File: config.mk
export PLATFORM = sky130hd
export DESIGN_NAME = btn_debounce
export DESIGN_NICKNAME = d
export VERILOG_FILES = /design/src/rtl/btn_debounce.sv
export SDC_FILE = /design/constraint.sdc
export NUM_CORES = 1
export LEC_CHECK = 0
export CORE_MARGIN = 2
export CORE_UTILIZATION = 54
export CTS_CLUSTER_SIZE = 10
export DETAILED_ROUTE_END_ITERATION = 6
export HOLD_SLACK_MARGIN = 0.02
export PLACE_DENSITY_LB_ADDON = 0.25
export REMOVE_ABC_BUFFERS = 1
export SYNTH_ARGS = -nofsm -noshare
export SYNTH_HDL_FRONTEND = slang
export SYNTH_SLANG_ARGS = --single-unit
File: constraint.sdc
create_clock -name i_clk -period 3.6 [get_ports i_clk]
set_input_delay 1.08 -clock i_clk [delete_from_list [all_inputs] [get_ports i_clk]]
set_output_delay 1.08 -clock i_clk [all_outputs]
set_load 0.05 [all_outputs]
File: src/rtl/btn_debounce.sv
// Push-button synchroniser and debouncer: clean level, press/release strobes, press count.
// Optional long-press strobe is compiled in with `define BTN_DEBOUNCE_LONGPRESS_EN.
module btn_debounce #(
  parameter int unsigned DEBOUNCE_CYCLES = 500000,
  parameter int unsigned CNT_W           = 20,
  parameter int unsigned LONG_CYCLES     = 50000000,
  parameter int unsigned LONG_W          = 26
) (
  input  logic       i_clk,
  input  logic       i_rst,
  input  logic       i_btn1,
  output logic       o_btn,
  output logic       o_press,
  output logic       o_release,
  output logic       o_long,
  output logic [7:0] o_press_cnt
);

  typedef enum logic [1:0] {
    IDLE_LOW  = 2'd0,
    WAIT_HIGH = 2'd1,
    IDLE_HIGH = 2'd2,
    WAIT_LOW  = 2'd3
  } state_t;

  localparam logic [CNT_W-1:0] CNT_LAST = CNT_W'(DEBOUNCE_CYCLES - 32'd1);

  if (DEBOUNCE_CYCLES < 32'd2) begin : g_bad_debounce
    $error("btn_debounce: DEBOUNCE_CYCLES must be at least 2");
  end
  if (LONG_CYCLES < 32'd1 || LONG_W < 32'd1) begin : g_bad_long
    $error("btn_debounce: LONG_CYCLES and LONG_W must be at least 1");
  end

  logic       s1_r, s2_r;
  state_t     state_r, state_s;
  logic [CNT_W-1:0] cnt_r, cnt_s;
  logic       btn_r, btn_s;
  logic       press_r, press_s;
  logic       release_r, release_s;
  logic [7:0] press_cnt_r, press_cnt_s;

  // Two-flop synchroniser for the asynchronous pin
  always_ff @(posedge i_clk) begin
    if (i_rst) begin
      s1_r <= 1'b0;
      s2_r <= 1'b0;
    end else begin
      s1_r <= i_btn1;
      s2_r <= s1_r;
    end
  end

  // State, qualification counter and registered outputs
  always_ff @(posedge i_clk) begin
    if (i_rst) begin
      state_r     <= IDLE_LOW;
      cnt_r       <= '0;
      btn_r       <= 1'b0;
      press_r     <= 1'b0;
      release_r   <= 1'b0;
      press_cnt_r <= 8'd0;
    end else begin
      state_r     <= state_s;
      cnt_r       <= cnt_s;
      btn_r       <= btn_s;
      press_r     <= press_s;
      release_r   <= release_s;
      press_cnt_r <= press_cnt_s;
    end
  end

  // Next-state logic; a change is accepted once the opposite level has held for DEBOUNCE_CYCLES samples
  always_comb begin
    state_s     = state_r;
    cnt_s       = cnt_r;
    btn_s       = btn_r;
    press_s     = 1'b0;
    release_s   = 1'b0;
    press_cnt_s = press_cnt_r;
    case (state_r)
      IDLE_LOW: begin
        if (s2_r) begin
          state_s = WAIT_HIGH;
          cnt_s   = CNT_W'(1'b1);
        end else begin
          cnt_s   = '0;
        end
      end
      WAIT_HIGH: begin
        if (!s2_r) begin
          state_s = IDLE_LOW;
          cnt_s   = '0;
        end else if (cnt_r == CNT_LAST) begin
          state_s     = IDLE_HIGH;
          btn_s       = 1'b1;
          press_s     = 1'b1;
          press_cnt_s = press_cnt_r + 8'd1;
          cnt_s       = '0;
        end else begin
          cnt_s = cnt_r + CNT_W'(1'b1);
        end
      end
      IDLE_HIGH: begin
        if (!s2_r) begin
          state_s = WAIT_LOW;
          cnt_s   = CNT_W'(1'b1);
        end else begin
          cnt_s   = '0;
        end
      end
      WAIT_LOW: begin
        if (s2_r) begin
          state_s = IDLE_HIGH;
          cnt_s   = '0;
        end else if (cnt_r == CNT_LAST) begin
          state_s   = IDLE_LOW;
          btn_s     = 1'b0;
          release_s = 1'b1;
          cnt_s     = '0;
        end else begin
          cnt_s = cnt_r + CNT_W'(1'b1);
        end
      end
      default: begin
        state_s = IDLE_LOW;
        cnt_s   = '0;
        btn_s   = 1'b0;
      end
    endcase
  end

  assign o_btn       = btn_r;
  assign o_press     = press_r;
  assign o_release   = release_r;
  assign o_press_cnt = press_cnt_r;

`ifdef BTN_DEBOUNCE_LONGPRESS_EN
  localparam logic [LONG_W-1:0] LONG_LAST = LONG_W'(LONG_CYCLES - 32'd1);

  logic [LONG_W-1:0] long_cnt_r, long_cnt_s;
  logic              long_fired_r, long_fired_s;
  logic              long_r, long_s;

  // Long-press counter, one-strobe-per-press flag and strobe register
  always_ff @(posedge i_clk) begin
    if (i_rst) begin
      long_cnt_r   <= '0;
      long_fired_r <= 1'b0;
      long_r       <= 1'b0;
    end else begin
      long_cnt_r   <= long_cnt_s;
      long_fired_r <= long_fired_s;
      long_r       <= long_s;
    end
  end

  // The fired flag survives a bounce back into IDLE_HIGH so a press strobes at most once
  always_comb begin
    long_cnt_s   = long_cnt_r;
    long_fired_s = long_fired_r;
    long_s       = 1'b0;
    if (release_s) begin
      long_cnt_s   = '0;
      long_fired_s = 1'b0;
    end else if (state_s == IDLE_HIGH && state_r != IDLE_HIGH) begin
      long_cnt_s = '0;
      if (press_s) begin
        long_fired_s = 1'b0;
      end else begin
        long_fired_s = long_fired_r;
      end
    end else if (state_r == IDLE_HIGH || state_r == WAIT_LOW) begin
      if (long_cnt_r != LONG_LAST) begin
        long_cnt_s = long_cnt_r + LONG_W'(1'b1);
      end else if (!long_fired_r) begin
        long_s       = 1'b1;
        long_fired_s = 1'b1;
      end else begin
        long_cnt_s = long_cnt_r;
      end
    end else begin
      long_cnt_s = long_cnt_r;
    end
  end

  assign o_long = long_r;
`else
  assign o_long = 1'b0;
`endif

endmodule

After elaboration in Yosys (flattened, before gate mapping)
Cells that the tools add are included.
{"block": "totals", "reg_bits": 35, "inputBits": 3, "output_inout_bits": 12}
{"block": "op_classes", "add_sub_neg": 2, "n_eq_ne": 12, "mux": 19, "bitwise_logic": 3, "reduce_logical": 7}
{"cell": "case mux 20 bit (4 select lines)", "n": 1}
{"cell": "2-to-1 mux 20 bit", "n": 3}
{"cell": "adder 20 x 1 -> 20 bit (second input constant)", "n": 1}
{"cell": "== test 20 x 19 -> 1 bit (second input constant)", "n": 1}
{"cell": "2-to-1 mux 2 bit", "n": 6}
{"cell": "inequality test 2 bit (second input constant)", "n": 6}
{"cell": "adder 8 x 1 -> 8 bit (second input constant)", "n": 1}
{"cell": "case mux 2 bit (4 select lines)", "n": 1}
{"cell": "2-to-1 mux 1 bit", "n": 7}
{"cell": "inequality test 3 bit (second input constant)", "n": 2}
{"cell": "OR reduction 3 bit", "n": 2}
{"cell": "AND reduction 5 bit", "n": 1}
{"cell": "== test 2 bit (second input constant)", "n": 2}
{"cell": "AND reduction 4 bit", "n": 1}
{"cell": "inverter 1 bit", "n": 3}
{"cell": "AND reduction 3 bit", "n": 1}
{"cell": "== test 2 x 1 -> 1 bit (second input constant)", "n": 1}
{"cell": "logical NOT 2 bit", "n": 1}
{"cell": "case mux 1 bit (2 select lines)", "n": 1}
{"cell": "nonzero test 2 bit", "n": 1}

Longest topological paths before layout
{"block": "depth", "depth_word": 4, "depth_mapped": 7, "mapped_depth_nobuf": 5}

Worst setup path after synthesis
Ideal clock, no wire load.
{"block": "synth_timing", "kind": "reg-to-reg", "from": "reg cnt_r[0]", "to": "reg press_cnt_r[5], in the netlist o_press_cnt[5]", "arrival_ns": 1.650, "required_ns": 3.479, "path_slack_ns": 1.829, "stages_incl_launch_ff": 7, "synth_period_minus_slack_ns": 1.771, "path_cell_list": "dfxtp_1 ha_1 and3_1 clkbuf_2 nand3_1 nor4_1 mux2_2"}
{"block": "synth_via", "elab_chain_cells": 2}
{"item": "start: declaration", "line": "37", "source": "logic [CNT_W-1:0] cnt_r, cnt_s;"}
{"item": "start signal: assignment", "line": "65", "source": "cnt_r <= cnt_s;"}
{"item": "== test 20 x 19 -> 1 bit", "line": "94", "source": "end else if (cnt_r == CNT_LAST) begin"}
{"item": "AND reduction 3 bit (no line)"}
{"item": "end signal: assignment", "line": "69", "source": "press_cnt_r <= press_cnt_s;"}
{"item": "end: declaration", "line": "41", "source": "logic [7:0] press_cnt_r, press_cnt_s;"}
No other way between the ends.
A chain may end at the register's enable or synchronous reset.

Final worst setup path
{"block": "layout_timing", "from": "reg press_cnt_r[3], in the netlist o_press_cnt[3]", "to": "out o_press_cnt[3]"}
{"item": "end: declaration", "line": "16", "source": "output logic [7:0] o_press_cnt"}
No word-level cell between the ends.

==> results.json <==
{
  "drive_gt1_share_pct": 11.7,
  "final_max_slew_viol_count": 0,
  "startpoint_type": "flop",
  "critical-path-top-delay-family": "buffers and inverters",
  "fmax_mhz": 371,
  "synthFlopType": "dfxtp_1",
  "ys_types": 37,
  "multiInputGateArea_um2": 908,
  "arrival_ns": 1.62,
  "critical_path_required_ns": 2.52,
  "start_util_pct": 55.8,
  "syn2layout_area_growth_pct": 10.5,
  "core_um2": 3000,
  "cts_made_buffers": 5,
  "grt_max_degree": 22,
  "critical_path_buf_inv_count": 1,
  "p_int_uw": 470,
  "fin_setup_tns_ns": 0,
  "via_per_inst": 5.87,
  "die_x_um": 59.7,
  "path_class": "flop to output port",
  "ys_async_sr_fraction_pct": 0,
  "row_count": 20,
  "final_hold_viol_count": 0,
  "die_area_um2": 3560,
  "cts.clk_slew.worst_paths_ns": 0.11,
  "power_leakage_uw": 0.000598,
  "cp-end-kind": "output port",
  "synth_edf_count": 0,
  "worst_pin_slew_ns": 0.809,
  "routed_wl_mm": 3.19,
  "fin_crit_sh_pct": 74.9,
  "power_frac_comb_pct": 3.4,
  "cts_tree": "yes",
  "post_cts_resized": 0,
  "cts_setup_buffers": 0,
  "io_pins": 15,
  "antenna_found_initial": 0,
  "insertion_delay_ns": 0.34,
  "yosysSeqAreaShare_pct": 41.8,
  "power_uw": 616,
  "ys_warn_count": 0,
  "nFillCells": 245,
  "routabilityCongestion": 0.763,
  "clockRootBuffer": "clkbuf_4",
  "grt_overflow_total": 0,
  "syn-cell-area_um2": 1680,
  "regArea_um2": 701,
  "grt_pass1_vias": 1296,
  "p_seq_share_pct": 63.6,
  "place.detailed.hpwl_mm": 2.24,
  "vdd_ir_drop_max_uv": 204,
  "max-cap-violations": 0,
  "p_sw_share_pct": 23.8,
  "vias": 1349,
  "drtIter0Drc": 66,
  "power_density_nw_per_um2": 333,
  "hold_slack_ns": 0.456,
  "wl_per_cell_um": 13.9,
  "ys_seq_elements": 35,
  "period_needed_ns": 2.70,
  "fp.dieH_um": 59.7,
  "slowest_delay_ns": 0.84,
  "finalSetupViolations": 0,
  "synth.avg_cell_area_um2": 9.21,
  "slew_headroom_pct": 45.9,
  "nNetsFinal": 201,
  "cts_buffer_depth": 2,
  "cts_htree_levels": 2,
  "netSwitchingPower_uw": 146,
  "port_buffers": 13,
  "hp-class": "flop to flop",
  "setup_ws_ns": 0.905,
  "route.detailed.drc": 0,
  "firstDrtPassIters": 4,
  "grt_usage_pct": 20.1,
  "pre_cts_slack_ns": 1.06,
  "path_max_fanout": 7,
  "outcome": "complete, no violations",
  "grt_pass1_wl_mm": 5.46,
  "antenna_left": 0,
  "clock-sinks": 35,
  "p_clk_share_pct": 33.1,
  "slowest_stage": "clkdlybuf4s50_1",
  "skew_ns": 0.0127,
  "path_cells": "clkdlybuf4s50_1",
  "synthCells": 182,
  "cts_hold_buf": 0,
  "rsz0062_at_grt": "false",
  "diodes": 0
}
==> Yosys cell counts, types with 3 or more instances <==
cell type	count	share of area [%]
xnor2_1	3	1.6
xor2_1	11	5.8
buf_6	3	2.0
nor4_1	4	1.5
o31ai_1	5	2.2
dfxtp_1	35	42
nand3_1	13	3.9
nor2_1	21	4.7
and4_1	4	2.1
a21oi_1	11	3.3
mux2_2	5	3.4
inv_1	3	0.67
or4_1	4	1.8
nand2_1	9	2.0
nor2b_1	8	3.0
nand4_1	10	3.7
o21ai_0	5	1.5
==> worst paths after layout <==
check	depth (start not counted)	slack (ns)	from	end
min reg2reg	1	0.46	s1_r	s2_r
min	1	0.46	s1_r	s2_r
max	1	0.90	o_press_cnt[3]	o_press_cnt[3]
max reg2reg	5	1.42	cnt_r[0]	cnt_r[2]
==> cell usage in the layout (no fill, tap or decap), types with 4 or more instances in the layout <==
| cell | synthesis | layout |
|---|---|---|
| mux2_2 | 5 | 5 |
| nand2_1 | 9 | 9 |
| nor4_1 | 4 | 4 |
| nand4_1 | 10 | 10 |
| o31ai_1 | 5 | 5 |
| nor2b_1 | 8 | 8 |
| and4_1 | 4 | 4 |
| or4_1 | 4 | 4 |
| nand3_1 | 13 | 13 |
| nor2_1 | 21 | 21 |
| clkbuf_4 | 0 | 5 |
| clkdlybuf4s50_1 | 0 | 13 |
| a21oi_1 | 11 | 11 |
| xor2_1 | 11 | 11 |
| o21ai_0 | 5 | 5 |
| dfxtp_1 | 35 | 35 |
==> final cells by class <==
type | instances | share of cell area (%)
Clock buffer | 5 | 2.03
Sequential cell | 35 | 37.8
Tap cell | 33 | 2.23
Clock inverter | 3 | 0.811
Timing Repair Buffer | 14 | 7.43
Inverter | 3 | 0.608
Multi-Input combinational cell | 137 | 49.1
==> through the flow <==
step,util [%],area (um2),instances
floorplan,-,1620,175
CTS,61.7,1850,230
detailed placement,59.9,1800,222
global placement,59.9,1800,222
finish,61.7,1850,230
global route,61.7,1850,230
==> flip-flops by register name, indices dropped and copies added, names as in the netlist, named ones only <==
| register | flops |
|---|---|
| cnt_r | 20 |
| o_press_cnt | 8 |
| o_btn | 1 |
| o_press | 1 |
| o_release | 1 |
| s1_r | 1 |
| s2_r | 1 |
| state_r | 1 |
==> power by group through the flow <==
stage	Sequential (uW)	Combinational (uW)	Clock [uW]
finish	392	20.6	204
global route	392	22.8	230
CTS	392	20.6	209
detailed placement	401	20.4	0
global placement	401	20.0	0
floorplan	404	7.93	0
==> kinds of logic after synthesis <==
family / after synthesis / synth area share, %
AND/OR/NAND/NOR: 90 / 32.8
flip-flops: 35 / 41.8
AO/OA/AOI/OAI: 25 / 9.04
XOR/XNOR: 14 / 7.32
buffers and inverters: 10 / 3.96
multiplexers: 5 / 3.36
adder cells (fa/ha/maj): 2 / 1.49
other: 1 / 0.224
==> metal layers <==
metal / share of wire [%] / track usage [%] / vias to the layer above
li1: - / - / 682
met1: 48 / 24.0 / 634
met2: 48 / 33.9 / 31
met3: 4.5 / 8.01 / 2
met4: 0.13 / 4.44 / 0
met5: 0 / 0 / -
Note: power is estimated with default switching activity, not from simulation.
